### src/rtl/fir_mac_seq_if.sv
// Sample, coefficient-write and result signals of the sequential FIR MAC.
// The master drives samples and coefficients; the slave is the filter.
interface fir_mac_seq_if #(
    parameter int unsigned NUM_BITS = 16,
    parameter int unsigned NUM_TAPS = 4,
    parameter int unsigned ACC_BITS = 2 * NUM_BITS + $clog2(NUM_TAPS)
);
    logic                         sample_valid;
    logic signed [NUM_BITS-1:0]   sample_in;
    logic                         sample_ready;
    logic                         coeff_we;
    logic [$clog2(NUM_TAPS)-1:0]  coeff_addr;
    logic signed [NUM_BITS-1:0]   coeff_in;
    logic signed [ACC_BITS-1:0]   result;
    logic                         result_valid;
    logic                         busy;

    modport master (
        output sample_valid, sample_in, coeff_we, coeff_addr, coeff_in,
        input  sample_ready, result, result_valid, busy
    );

    modport slave (
        input  sample_valid, sample_in, coeff_we, coeff_addr, coeff_in,
        output sample_ready, result, result_valid, busy
    );
endinterface

### src/rtl/fir_mac_seq.sv
// Sequential FIR filter: one multiply-accumulate per cycle over NUM_TAPS taps,
// producing one full-precision result per accepted sample.
module fir_mac_seq #(
    parameter int unsigned NUM_BITS = 16,
    parameter int unsigned NUM_TAPS = 4,
    parameter int unsigned ACC_BITS = 2 * NUM_BITS + $clog2(NUM_TAPS)
) (
    input logic           clk,
    input logic           n_reset,
    fir_mac_seq_if.slave  bus
);
    localparam int unsigned IdxBits  = $clog2(NUM_TAPS);
    localparam int unsigned ProdBits = 2 * NUM_BITS;
    localparam logic [IdxBits-1:0] LastIdx  = IdxBits'(NUM_TAPS - 1);
    localparam logic [IdxBits:0]   TapCount = (IdxBits + 1)'(NUM_TAPS);

    typedef enum logic [1:0] {StIdle, StMac, StDone} state_e;

    state_e                     state_q, state_d;
    logic [IdxBits-1:0]         idx_q, idx_d;
    logic signed [ACC_BITS-1:0] acc_q, acc_d;
    logic signed [ACC_BITS-1:0] result_q, result_d;
    logic                       result_valid_q, result_valid_d;
    logic signed [NUM_BITS-1:0] tap_q [NUM_TAPS];
    logic signed [NUM_BITS-1:0] tap_d [NUM_TAPS];
    logic signed [NUM_BITS-1:0] coeff_q [NUM_TAPS];
    logic signed [NUM_BITS-1:0] coeff_d [NUM_TAPS];
    logic signed [ProdBits-1:0] prod;
    logic                       accept;
    logic                       coeff_wr;

    assign accept   = (state_q == StIdle) && bus.sample_valid;
    // Out-of-range addresses only exist for non-power-of-two tap counts.
    assign coeff_wr = (state_q == StIdle) && bus.coeff_we
                      && ({1'b0, bus.coeff_addr} < TapCount);

    always_comb begin
        state_d        = state_q;
        idx_d          = idx_q;
        acc_d          = acc_q;
        result_d       = result_q;
        result_valid_d = 1'b0;
        tap_d          = tap_q;
        coeff_d        = coeff_q;
        prod           = tap_q[idx_q] * coeff_q[idx_q];

        if (coeff_wr) begin
            coeff_d[bus.coeff_addr] = bus.coeff_in;
        end

        unique case (state_q)
            StIdle: begin
                if (accept) begin
                    tap_d[0] = bus.sample_in;
                    for (int k = 1; k < NUM_TAPS; k++) begin
                        tap_d[k] = tap_q[k-1];
                    end
                    acc_d   = '0;
                    idx_d   = '0;
                    state_d = StMac;
                end
            end
            StMac: begin
                acc_d = acc_q + {{(ACC_BITS - ProdBits){prod[ProdBits-1]}}, prod};
                idx_d = idx_q + 1'b1;
                if (idx_q == LastIdx) begin
                    idx_d   = '0;
                    state_d = StDone;
                end
            end
            StDone: begin
                result_d       = acc_q;
                result_valid_d = 1'b1;
                state_d        = StIdle;
            end
            default: state_d = StIdle;
        endcase
    end

    always_ff @(posedge clk) begin
        if (!n_reset) begin
            state_q        <= StIdle;
            idx_q          <= '0;
            acc_q          <= '0;
            result_q       <= '0;
            result_valid_q <= 1'b0;
            for (int k = 0; k < NUM_TAPS; k++) begin
                tap_q[k]   <= '0;
                coeff_q[k] <= '0;
            end
        end else begin
            state_q        <= state_d;
            idx_q          <= idx_d;
            acc_q          <= acc_d;
            result_q       <= result_d;
            result_valid_q <= result_valid_d;
            tap_q          <= tap_d;
            coeff_q        <= coeff_d;
        end
    end

    assign bus.sample_ready = (state_q == StIdle);
    assign bus.busy         = (state_q != StIdle);
    assign bus.result       = result_q;
    assign bus.result_valid = result_valid_q;
endmodule

### src/flat_wrapper.sv
// flat-port wrapper written by rule: the top's interface ports become plain ports
module fir_mac_seq_flat 
#(
    parameter int unsigned NUM_BITS = 16,
    parameter int unsigned NUM_TAPS = 4,
    parameter int unsigned ACC_BITS = 2 * NUM_BITS + $clog2(NUM_TAPS)
)
  (clk, n_reset, bus_sample_valid, bus_sample_in, bus_coeff_we, bus_coeff_addr, bus_coeff_in, bus_sample_ready, bus_result, bus_result_valid, bus_busy);
  fir_mac_seq_if #(.NUM_BITS(NUM_BITS), .NUM_TAPS(NUM_TAPS), .ACC_BITS(ACC_BITS)) bus_i ();
  input logic clk;
  input logic n_reset;
  input wire logic [$bits(bus_i.sample_valid)-1:0] bus_sample_valid;
  input wire logic [$bits(bus_i.sample_in)-1:0] bus_sample_in;
  input wire logic [$bits(bus_i.coeff_we)-1:0] bus_coeff_we;
  input wire logic [$bits(bus_i.coeff_addr)-1:0] bus_coeff_addr;
  input wire logic [$bits(bus_i.coeff_in)-1:0] bus_coeff_in;
  output wire logic [$bits(bus_i.sample_ready)-1:0] bus_sample_ready;
  output wire logic [$bits(bus_i.result)-1:0] bus_result;
  output wire logic [$bits(bus_i.result_valid)-1:0] bus_result_valid;
  output wire logic [$bits(bus_i.busy)-1:0] bus_busy;
  assign bus_i.sample_valid = bus_sample_valid;
  assign bus_i.sample_in = bus_sample_in;
  assign bus_i.coeff_we = bus_coeff_we;
  assign bus_i.coeff_addr = bus_coeff_addr;
  assign bus_i.coeff_in = bus_coeff_in;
  assign bus_sample_ready = bus_i.sample_ready;
  assign bus_result = bus_i.result;
  assign bus_result_valid = bus_i.result_valid;
  assign bus_busy = bus_i.busy;
  fir_mac_seq #(.NUM_BITS(NUM_BITS), .NUM_TAPS(NUM_TAPS), .ACC_BITS(ACC_BITS)) u_core (.clk(clk), .n_reset(n_reset), .bus(bus_i));
endmodule
### config.mk
export PLATFORM = sky130hd
export DESIGN_NAME = fir_mac_seq_flat
export DESIGN_NICKNAME = d
export VERILOG_FILES = /design/src/rtl/fir_mac_seq_if.sv /design/src/rtl/fir_mac_seq.sv /design/src/flat_wrapper.sv
export SDC_FILE = /design/constraint.sdc
export NUM_CORES = 1
export LEC_CHECK = 0
export ABC_AREA = 0
export BUFFER_PORTS_ARGS = -buffer_cell sky130_fd_sc_hd__buf_4
export CORE_ASPECT_RATIO = 1.75
export CORE_UTILIZATION = 66
export CTS_BUF_LIST = sky130_fd_sc_hd__clkbuf_8
export DETAILED_ROUTE_END_ITERATION = 10
export GPL_TIMING_DRIVEN = 1
export PLACE_DENSITY_LB_ADDON = 0.2
export SYNTH_ARGS = -nofsm -noshare
export SYNTH_HDL_FRONTEND = slang
export SYNTH_SLANG_ARGS = --single-unit
### constraint.sdc
create_clock -name clk -period 11.7 [get_ports clk]
set_clock_uncertainty 0.05 [all_clocks]
set_input_delay 2.925 -clock clk [delete_from_list [all_inputs] [get_ports clk]]
set_output_delay 2.925 -clock clk [all_outputs]
set_load 0.1 [all_outputs]
==> results of run 1 <==
## how the worst max path moves through the flow
stage | end | slack [ns] | from
finish | u_core.acc_q[29]$_SDFFE_PN0P_ | 1.81 | u_core.idx_q[0]$_SDFFE_PN0P_
global route | u_core.acc_q[29]$_SDFFE_PN0P_ | 1.40 | u_core.idx_q[0]$_SDFFE_PN0P_
CTS | u_core.acc_q[29]$_SDFFE_PN0P_ | 1.87 | u_core.idx_q[0]$_SDFFE_PN0P_
detailed placement | u_core.acc_q[29]$_SDFFE_PN0P_ | 1.95 | u_core.idx_q[0]$_SDFFE_PN0P_
global placement | u_core.acc_q[29]$_SDFFE_PN0P_ | 2.04 | u_core.idx_q[0]$_SDFFE_PN0P_
floorplan | u_core.acc_q[29]$_SDFFE_PN0P_ | 2.70 | u_core.idx_q[0]$_SDFFE_PN0P_
## per-layer routing
metal | share of wire [%] | global-route usage (%)
met3 | 5.9 | 5.02
met1 | 36 | 40.6
met5 | 0 | 0
met2 | 51 | 64.8
met4 | 7.0 | 23.3
## cell usage after synthesis (5+ instances only)
cell type,number,area share (%)
xnor2_1,39,1.7
nor4_1,5,0.16
nor2b_1,18,0.58
and3_1,7,0.22
a21oi_1,53,1.4
mux4_2,14,1.6
a21boi_0,168,6.5
ha_1,117,7.5
inv_1,326,6.3
nand3_1,24,0.61
a31oi_1,7,0.22
dfxtp_1,201,21
and2_1,51,1.6
fa_1,263,27
o31ai_1,6,0.23
xor2_1,22,0.99
o21ai_0,60,1.5
nand2b_1,12,0.38
o21a_1,22,0.85
a21o_1,21,0.81
mux2i_1,18,0.92
nand4_1,8,0.26
nor3_1,10,0.26
buf_1,12,0.23
or3_1,5,0.16
nor2_1,113,2.2
clkbuf_1,97,1.9
mux2_2,18,1.0
o21ai_1,18,0.46
nand2_1,512,9.8
## power by group
group	switching, mW	internal (mW)
clock network	0.283	0.314
registers	0.0201	0.703
logic	0.287	0.160
total	0.590	1.18
## metrics by stage
step / cell area, µm² / instances
floorplan: 19500 / 2293
global placement: 20300 / 2659
detailed placement: 20300 / 2659
CTS: 20900 / 2711
global route: 20900 / 2711
finish: 20900 / 2711
## registers in the layout, indices dropped and copies added, names as in the netlist
register                 count
u_core.acc_q                34
u_core.bus.result           34
u_core.bus.result_valid      1
u_core.coeff_q              64
u_core.idx_q                 2
u_core.state_q               2
u_core.tap_q                64
## cells by family after synthesis
| logic type | after synthesis | share of synthesized area (%) |
|---|---|---|
| and+or+nand+nor | 774 | 16.6 |
| buffers and inverters | 438 | 8.43 |
| AOI/OAI and AO/OA | 389 | 13.6 |
| adders and majority gates | 380 | 34.4 |
| DFF | 201 | 20.6 |
| xor gates and xnor gates | 61 | 2.73 |
| muxes | 50 | 3.57 |
## worst reg2reg max path, delay by kind of cell, from the launching register on
kind	cells	cell delay, ns
mux	1	0.78
fa+ha+maj	8	3.67
buf+inv	5	0.65
compound gates	11	2.64
flops	1	0.88
xor+xnor	2	0.38
simple gates	3	0.71
## cell type report
class                           count  area share, %
Sequential cell                   201           19.2
Timing Repair Buffer               96           3.44
Clock buffer                       38           2.50
Multi-Input combinational cell   1654           66.3
Inverter                          326           5.84
Clock inverter                     14          0.460
Tap cell                          382           2.28
==> impl_metrics.tcl, run 1 <==
set metrics [dict create \
    drtIter0Drc 897 \
    rr_worst_depth 30 \
    crit_path_top_delay_cell "dfxtp_2" \
    crit_family "adder cells" \
    clkSinkCount 201 \
    relSlewSlack_pct 24.9 \
    die-width_um 132 \
    synth-main-ff-cell "dfxtp_1" \
    routabilityCongestion 1.04 \
    clk_pin_slew_ns 0.07 \
    io_buffers 74 \
    num_rows 83 \
    io_pins 75 \
    die_area_um2 30300 \
    hold_viol 0 \
    leakage_nw 9.51 \
    chipHeight_um 230 \
    place_ws_ns 1.95 \
    grt_antenna_before_repair 0 \
    drt_first_pass_iters 5 \
    multiInputGateArea_um2 13900 \
    synth.distinct_cells 63 \
    diodes 0 \
    drc 0 \
    routed_wl_um 53400 \
    area_delta_synth_final_pct 7.18 \
    clock_latency_ns 0.61 \
    holdPathEnd "u_core.coeff_q[35]$_SDFFE_PN0P_" \
    layout_common_cells "nand2_1, inv_1, fa_1" \
    via_per_inst 5.82 \
    r2r_end "u_core.acc_q[29]$_SDFFE_PN0P_" \
    reg2reg_from "u_core.idx_q[0]$_SDFFE_PN0P_" \
    fin_util_pct 71.8 \
    wl_per_cell_um 19.7 \
    core_region_area_um2 29200 \
    ant_nets 0 \
    vdd_drop_max_mv 0.102 \
    maxCapViolations 0 \
    regArea_um2 4030 \
    tns_ns 0 \
    hold_depth 2 \
    hold_buffers 0 \
    cts_resized 0 \
    num_vias 15800 \
    cts_setup_buffers 0 \
    crit_type "reg -> reg" \
    rsz0062_at_grt "false" \
    hold_start "u_core.coeff_q[35]$_SDFFE_PN0P_" \
    grt_pass1_vias 16500 \
    crit_buf_inv 5 \
    fin_crit_sh_pct 84.5 \
    worst_slew_pin_slew_ns 1.12 \
    min_period_ns 9.89 \
    totalPowerFinal_mw 1.77 \
    hp-class "reg -> reg" \
    grt_max_degree 125 \
    grt_pass1_wl_um 85300 \
    cp.arrival_ns 10.28 \
    path_common_cell "fa_1" \
    final_max_slew_viol_count 0 \
    nNetsFinal 2726 \
    cts_root_buf "clkbuf_8" \
    groute.usage.overall_pct 36.4 \
    critPathMaxFanout 26 \
    yosys_warnings 0 \
    avgSynthCellArea_um2 8.52 \
    synth.net_count 2711 \
    synth_edf_count 0 \
    power_density_nw_per_um2 84.4 \
    mostFrequentLayoutCell "nand2_1" \
    r2r_slack_ns 1.81 \
    critPathMaxStageDelay_ns 0.88 \
    seq_area_frac_synth_pct 20.6 \
    fillCellCount 2317 \
    cts_tree "yes" \
    cts_buffers 29 \
    netlist_instances 2293 \
    synthArstFlopShare_pct 0 \
    dp.final_hpwl_um 41200 \
    synth-seq-cells 201 \
    cp-end-kind "flop" \
    drive_gt1_share_pct 8.24 \
    grt.overflow.total 0 \
    clock.fmax_mhz 101 \
    required_ns 12.09 \
    status "finished, final reports clean" \
    critPathLaunchType "flop" \
    start_util_pct 67.0 \
    setup_ws_ns 1.81 \
    max-clock-path-buffers 3 \
    timing.hold.ws_ns 0.413 \
    worst-path-stages 30 \
    syn_area_um2 19500 \
    cts_max_level 1 \
    setup_viol 0 \
]
Note: power is estimated with default switching activity, not from simulation.
==> run 2, diff against run 1 <==
==> constraint.sdc (replaced) <==
create_clock -name clk -period 10.37 [get_ports clk]
set_clock_uncertainty 0.05 [all_clocks]
set_input_delay 2.5925 -clock clk [delete_from_list [all_inputs] [get_ports clk]]
set_output_delay 2.5925 -clock clk [all_outputs]
set_load 0.1 [all_outputs]
==> run 2 against run 1 <==
- critical path depth did not move
- clock power rose by 24%
- sequential power rose by 12%
- first-iteration DRC count rose by 29%
- cell area rose by 0.96%
- count of clock-buffer cells in the layout rose by 1
- sequential cell count did not move
- largest power group unchanged
- via count rose by 0.73%
- wire length rose by 4.2%
- core utilization rose by 0.69 points
- die area did not move
==> impl_metrics.tcl, run 2 (same netlist as run 1, synthesis figures left out) <==
set metrics [dict create \
    drc 0 \
    io_pins 75 \
    critPathLaunchType "flop" \
    critPathMaxFanout 30 \
    dpl-instance-area_um2 20400 \
    crit_type "reg -> reg" \
    groute.usage.overall_pct 37.7 \
    place_ws_ns 0.927 \
    grt_antenna_before_repair 0 \
    clock.fmax_mhz 104 \
    cp.arrival_ns 10.02 \
    path_common_cell "fa_1" \
    cts_max_level 1 \
    chipHeight_um 230 \
    vdd_drop_max_mv 0.144 \
    area_delta_synth_final_pct 8.20 \
    max-clock-path-buffers 3 \
    drt_first_pass_iters 5 \
    via_per_inst 5.83 \
    drtIter0Drc 1155 \
    clkSinkCount 201 \
    drive_gt1_share_pct 8.83 \
    layout_common_cells "nand2_1, inv_1, fa_1" \
    start_util_pct 67.0 \
    relSlewSlack_pct 27.5 \
    top_regs "u_core.coeff_q: 64 flops, u_core.tap_q: 64 flops" \
    final_area_um2 21100 \
    setup_ws_ns 0.778 \
    min_period_ns 9.59 \
    cts_root_buf "clkbuf_8" \
    grt.overflow.total 0 \
    die_area_um2 30300 \
    fillCellCount 2317 \
    grt_pass1_wl_um 87400 \
    critPathMaxStageDelay_ns 0.73 \
    clk_pin_slew_ns 0.07 \
    cp-end-kind "flop" \
    leakage_nw 9.61 \
    tns_ns 0 \
    hp-class "reg -> reg" \
    hold_viol 0 \
    wl_per_cell_um 20.4 \
    nNetsFinal 2739 \
    mostFrequentLayoutCell "nand2_1" \
    grt_pass1_vias 16500 \
    routabilityCongestion 1.04 \
    fin_crit_sh_pct 92.5 \
    required_ns 10.80 \
    power_density_nw_per_um2 98.4 \
    worst_slew_pin_slew_ns 1.09 \
    hold_buffers 0 \
    crit_path_top_delay_cell "mux4_2" \
    cts_resized 0 \
    status "finished, final reports clean" \
    num_rows 83 \
    cts_setup_buffers 0 \
    ant_nets 0 \
    final_max_slew_viol_count 0 \
    core_region_area_um2 29200 \
    clock_latency_ns 0.61 \
    cts_tree "yes" \
    rsz0062_at_grt "false" \
    io_buffers 74 \
    routed_wl_um 55600 \
    cts_buffers 30 \
    dp.final_hpwl_um 42800 \
    num_vias 15900 \
    maxCapViolations 0 \
    grt_max_degree 131 \
    fin_util_pct 72.5 \
    die-width_um 132 \
    diodes 0 \
    setup_viol 0 \
]
run 2: per-layer routing:
| metal | GRT usage, % | vias up | routed length, µm |
|---|---|---|---|
| li1 | - | 7288 | - |
| met3 | 6.55 | 232 | 3560 |
| met1 | 41.3 | 7764 | 19700 |
| met5 | 0 | - | 0 |
| met4 | 24.3 | 0 | 4240 |
| met2 | 66.9 | 620 | 28200 |
run 2: area by class of cell:
type,instances,area [µm²],share of cell area [%]
clock buffer,39,537,2.54
clock inverter,16,164,0.775
inverter,326,1220,5.79
multi-input combinational,1654,13900,65.6
sequential,201,4030,19.0
tap,382,478,2.26
timing repair buffer,108,836,3.95
run 2: final timing paths:
kind	start	end	slack, ns	depth (start not counted)
worst max-delay path	u_core.idx_q[0]$_SDFFE_PN0P_	u_core.acc_q[33]$_SDFFE_PN0P_	0.78	30
worst min-delay path	u_core.tap_q[2]$_SDFFE_PN0P_	u_core.tap_q[2]$_SDFFE_PN0P_	0.42	2
worst max register to register	u_core.idx_q[0]$_SDFFE_PN0P_	u_core.acc_q[33]$_SDFFE_PN0P_	0.78	30
worst min register to register	u_core.tap_q[2]$_SDFFE_PN0P_	u_core.tap_q[2]$_SDFFE_PN0P_	0.42	2
run 2: worst max-delay path: cells and delay by family (launching register included):
kind,cells,cell delay (ns)
buf+inv,5,0.49
flops,1,0.62
compound gates,9,2.42
simple gates,5,1.06
fa+ha+maj,8,3.75
xor+xnor,2,0.33
mux,1,0.73
run 2: through the flow:
step | instances | hold WS, ns | total power, mW
floorplan | 2293 | 0.390 | 1.16
global placement | 2671 | 0.399 | 1.33
detailed placement | 2671 | 0.409 | 1.34
CTS | 2726 | 0.411 | 2.08
global route | 2726 | 0.433 | 2.16
finish | 2726 | 0.416 | 2.08
run 2: power by group:
part / total [mW] / switching, mW / internal [mW]
logic: 0.524 / 0.336 / 0.188
registers: 0.813 / 0.0201 / 0.793
clock network: 0.744 / 0.329 / 0.415
total: 2.08 / 0.685 / 1.40
